<file path="src/rtl/ring_rr_arbiter.sv">
// Round-robin arbiter for N requesters with a one-hot rotating priority pointer.
// A grant is held while its owner keeps requesting, up to MAX_HOLD cycles.
module ring_rr_arbiter #(
  parameter int N        = 4,
  parameter int MAX_HOLD = 8,
  parameter int CNT_W    = 4,
  parameter int ID_W     = 2
) (
  input  logic            clk,
  input  logic            rst,
  input  logic [N-1:0]    req,
  output logic [N-1:0]    grant,
  output logic            grant_vld,
  output logic [ID_W-1:0] grant_id,
  output logic            timeout
);

  typedef enum logic [0:0] {
    IDLE = 1'b0,
    BUSY = 1'b1
  } state_t;

  localparam logic [CNT_W-1:0] HOLD_LAST = CNT_W'(MAX_HOLD - 1);
  localparam logic [N-1:0]     PTR_INIT  = {{(N-1){1'b0}}, 1'b1};
  localparam logic [N-1:0]     ZERO_N    = {N{1'b0}};

  state_t           state_r;
  logic [N-1:0]     ptr_r;
  logic [CNT_W-1:0] hold_cnt_r;

  logic [N-1:0]     ptr_eff_s;
  logic [N-1:0]     winner_s;
  logic             owner_req_s;
  logic             at_limit_s;

  function automatic logic is_onehot(input logic [N-1:0] v);
    return (v != ZERO_N) && ((v & (v - N'(1))) == ZERO_N);
  endfunction

  function automatic logic [N-1:0] rotl(input logic [N-1:0] v);
    return {v[N-2:0], v[N-1]};
  endfunction

  function automatic logic [ID_W-1:0] to_index(input logic [N-1:0] v);
    logic [ID_W-1:0] idx;
    idx = {ID_W{1'b0}};
    for (int i = 0; i < N; i++) begin
      if (v[i]) begin
        idx = ID_W'(i);
      end else begin
        idx = idx;
      end
    end
    return idx;
  endfunction

  // Requests at or above the pointer take precedence; otherwise wrap to the lowest one.
  function automatic logic [N-1:0] pick(input logic [N-1:0] r, input logic [N-1:0] p);
    logic [N-1:0] r_hi;
    logic [N-1:0] src;
    r_hi = r & ~(p - N'(1));
    if (r_hi != ZERO_N) begin
      src = r_hi;
    end else begin
      src = r;
    end
    return src & (~src + N'(1));
  endfunction

  // Sanitised pointer, arbitration winner and owner status for the current cycle.
  always_comb begin
    if (is_onehot(ptr_r)) begin
      ptr_eff_s = ptr_r;
    end else begin
      ptr_eff_s = PTR_INIT;
    end
    winner_s    = pick(req, ptr_eff_s);
    owner_req_s = |(req & grant);
    at_limit_s  = (hold_cnt_r == HOLD_LAST);
  end

  // Arbitration state machine with registered grant outputs.
  always_ff @(posedge clk) begin
    if (rst) begin
      state_r    <= IDLE;
      ptr_r      <= PTR_INIT;
      hold_cnt_r <= {CNT_W{1'b0}};
      grant      <= ZERO_N;
      grant_vld  <= 1'b0;
      grant_id   <= {ID_W{1'b0}};
      timeout    <= 1'b0;
    end else begin
      timeout <= 1'b0;
      ptr_r   <= ptr_eff_s;
      case (state_r)
        IDLE: begin
          if (req != ZERO_N) begin
            grant      <= winner_s;
            grant_vld  <= 1'b1;
            grant_id   <= to_index(winner_s);
            hold_cnt_r <= {CNT_W{1'b0}};
            state_r    <= BUSY;
          end else begin
            grant      <= ZERO_N;
            grant_vld  <= 1'b0;
            grant_id   <= {ID_W{1'b0}};
            hold_cnt_r <= {CNT_W{1'b0}};
            state_r    <= IDLE;
          end
        end
        BUSY: begin
          if (!owner_req_s || at_limit_s) begin
            // A voluntary drop on the limit cycle is an ordinary release, not a timeout.
            grant      <= ZERO_N;
            grant_vld  <= 1'b0;
            grant_id   <= {ID_W{1'b0}};
            hold_cnt_r <= {CNT_W{1'b0}};
            timeout    <= owner_req_s;
            state_r    <= IDLE;
            if (is_onehot(grant)) begin
              ptr_r <= rotl(grant);
            end else begin
              ptr_r <= PTR_INIT;
            end
          end else begin
            hold_cnt_r <= hold_cnt_r + CNT_W'(1);
            state_r    <= BUSY;
          end
        end
        default: begin
          grant      <= ZERO_N;
          grant_vld  <= 1'b0;
          grant_id   <= {ID_W{1'b0}};
          hold_cnt_r <= {CNT_W{1'b0}};
          state_r    <= IDLE;
        end
      endcase
    end
  end

endmodule
</file>
<file path="config.mk">
export PLATFORM = sky130hd
export DESIGN_NAME = ring_rr_arbiter
export DESIGN_NICKNAME = d
export VERILOG_FILES = /design/src/rtl/ring_rr_arbiter.sv
export SDC_FILE = /design/constraint.sdc
export NUM_CORES = 1
export LEC_CHECK = 0
export CAP_MARGIN = 30
export CORE_AREA = 2 2 44 46
export DETAILED_ROUTE_END_ITERATION = 16
export DIE_AREA = 0 0 46 48
export PLACE_DENSITY = 0.84
export SLEW_MARGIN = 40
export SYNTH_ARGS = -nofsm -noshare
export SYNTH_HDL_FRONTEND = slang
export SYNTH_SLANG_ARGS = --single-unit
</file>
<file path="constraint.sdc">
create_clock -name clk -period 7.7 [get_ports clk]
set_input_delay 1.54 -clock clk [delete_from_list [all_inputs] [get_ports clk]]
set_output_delay 1.54 -clock clk [all_outputs]
set_load 0.1 [all_outputs]
</file>
==> impl_metrics.toml <==
[die]
core_um2 = 1690
die_x_um = 46
design.die.area_um2 = 2210
io_pins = 14
start_util = 0.530
die_h_um = 48
rows = 15

[synth]
synth_edf_count = 0
syn-instance-count = 102
syn-mean-instance-area_um2 = 8.78
ys_ff_latch = 17
synth_cell_types = 38
ys_seq_area_frac = 0.380
yosys_warnings = 0
synthFlopType = "dfxtp_1"
syn-cell-area_um2 = 896
syn-num-nets = 110
async_reset_ff_frac = 0

[cells_and_area]
fill_cells = 146
multi_input_area_um2 = 522
final_common_cell = "dfxtp_1"
antenna_cells = 0
synthToLayoutAreaGrowth_pct = 13.8
drive_gt1_frac = 0.145
final_area_um2 = 1020
final_cell_mix = "17 x dfxtp_1, 14 x nor2_1, 9 x nand2_1"
finalNetCount = 126
seqCellArea_um2 = 340

[critical_path]
critPathLaunchType = "input pin"
slowest_delay_ns = 0.54
critical_path_buf_inv_count = 1
worstPathRequired_ns = 7.91
worstPathMaxFanout = 8
critical_path_arrival_ns = 3.47
end_kind = "register"
crit_chain = "clkdlybuf4s50_1, a22o_1, o22ai_1, nand2_1, or3_1, a21o_1"
path_class = "input pin to register"
rrSetupSlack_ns = 5.06
cp_top_family = "compound AO/OA/AOI/OAI gates"
slowest_stage = "clkdlybuf4s50_1"

[pwr]
switching_share = 0.338
p_per_area_nw_per_um2 = 179
p_clk_frac = 0.285
p_seq_frac = 0.517
power_frac_comb = 0.198
p_leak_nw = 0.446
p_int_mw = 0.121
p_sw_mw = 0.0616
ir_drop_mv = 0.124

[sta]
tns_ns = 0
slew_headroom = 0.677
maxSlewViolCount = 0
finalHoldViolations = 0
skew_ns = 0.000940
worstMarginPinSlew_ns = 0.488
setup_viol_count_final = 0
period_minus_slack_ns = 3.26
fmaxAchievable_ghz = 0.307
rsz0062_at_grt = "false"
finalCritPeriodShare = 0.423

[grt]
grt_max_degree = 11
grt-ovfl-total = 0
grt_use_total = 0.228
grt_pass1_wl_mm = 3.51
grt_pass1_vias = 764
antenna_found_initial = 0

[run_status]
status = "completed"

[routing]
viasPerCell = 5.97
vias = 800
drcViolationCount = 0
drtPass1Iterations = 4
drtAntennaViolNets = 0
wl_mm = 2.05
drtIter0Drc = 17
wl_per_cell_um = 15.3

[placed_design]
gp_congestion = 0.914
dp_hpwl_mm = 1.48
placed_area_um2 = 992
port_buffers = 13

[cts]
clkTransAtPathRegs_ns = 0.11
clk_latency_ns = 0.30
post_cts.repair.setup_buffers = 0
cts_resized = 0
ctsHoldBuffers = 0
cts_buffers = 3
htree_levels = 1
tritoncts = "done"
cts-root-buf = "clkbuf_4"
clk_path_buf_depth = 2
clkSinkCount = 17

[run]
maxCapViolCount = 0

[hold_path]
worstHoldPathType = "register to register"
-- logic make-up (layout without fill, tap and decap cells) --
logic type,count (synthesis),count (layout),synth area share
xor gates and xnor gates,5,5,0.0489
adders and majority gates,2,2,0.0279
buffers and inverters,7,22,0.0377
muxes,2,2,0.0279
AOI/OAI and AO/OA,27,27,0.215
and+or+nand+nor,42,42,0.263
DFF,17,17,0.380
-- final timing paths --
check / from / to / depth (start not counted)
setup / recovery: req[3] / ptr_r[0]$_SDFF_PP1_ / 6
hold / removal: hold_cnt_r[0]$_SDFF_PP0_ / hold_cnt_r[0]$_SDFF_PP0_ / 1
setup reg to reg: ptr_r[1]$_SDFF_PP0_ / grant_id[0]$_SDFFE_PP0P_ / 7
hold reg to reg: hold_cnt_r[0]$_SDFF_PP0_ / hold_cnt_r[0]$_SDFF_PP0_ / 1
-- power groups by stage --
stage | registers (mW) | logic (mW) | clock network [mW]
after floorplan | 0.109 | 0.0141 | 0
after global placement | 0.0960 | 0.0368 | 0
after detailed placement | 0.0960 | 0.0357 | 0
after CTS | 0.0940 | 0.0358 | 0.0509
after global routing | 0.0948 | 0.0387 | 0.0539
final | 0.0942 | 0.0361 | 0.0518
-- final cells by class --
| cell class | instances | share of cell area |
|---|---|---|
| Tap cell | 17 | 0.0209 |
| Inverter | 5 | 0.0184 |
| Timing Repair Buffer | 13 | 0.0883 |
| Multi-Input combinational cell | 78 | 0.512 |
| Sequential cell | 17 | 0.334 |
| Clock buffer | 3 | 0.0221 |
| Clock inverter | 1 | 0.00491 |
-- routing by layer --
| layer | up-vias | track usage | share of wire |
|---|---|---|---|
| li1 | 396 | - | - |
| met3 | 4 | 0.0528 | 0.044 |
| met4 | 0 | 0.0743 | 0.013 |
| met2 | 24 | 0.381 | 0.48 |
| met1 | 376 | 0.289 | 0.47 |
| met5 | - | 0 | 0 |
-- worst register-to-register path: cells and delay by family, from the launching register on --
kind / cells / cell delay, ns
muxes: 1 / 0.29
AOI/OAI and AO/OA: 2 / 0.40
DFF: 1 / 0.46
and+or+nand+nor: 3 / 1.12
adders and majority gates: 1 / 0.28
-- state kept, by name, indices dropped and copies added, names as in the netlist --
name and flops:
timeout 1, grant_id 2, ptr_r 4, hold_cnt_r 4
state_r 1, grant_vld 1, grant 4
-- synthesized netlist by cell type (all sizes together), types with 2 or more instances --
cell type,instances,share of area
nor2,14,0.059
nand3,3,0.017
o21ai,4,0.022
xor2,3,0.029
nor2b,2,0.014
xnor2,2,0.020
nand2b,2,0.014
or3,2,0.014
a21o,3,0.025
a21oi,6,0.034
nor4b,2,0.043
dfxtp,17,0.38
ha,2,0.028
a22o,5,0.049
or4b,2,0.022
inv,5,0.021
nand2,9,0.038
-- stage by stage --
step	utilization	hold WS (ns)	power, mW	setup WS (ns)	instances
detailed placement	0.587	0.441	0.132	4.16	130
floorplan	-	0.418	0.124	4.81	102
global route	0.604	0.497	0.187	4.30	134
CTS	0.604	0.463	0.181	4.48	134
finish	0.604	0.467	0.182	4.44	134
global placement	0.611	0.431	0.133	4.19	130
Power figures use the tool's default switching activity.
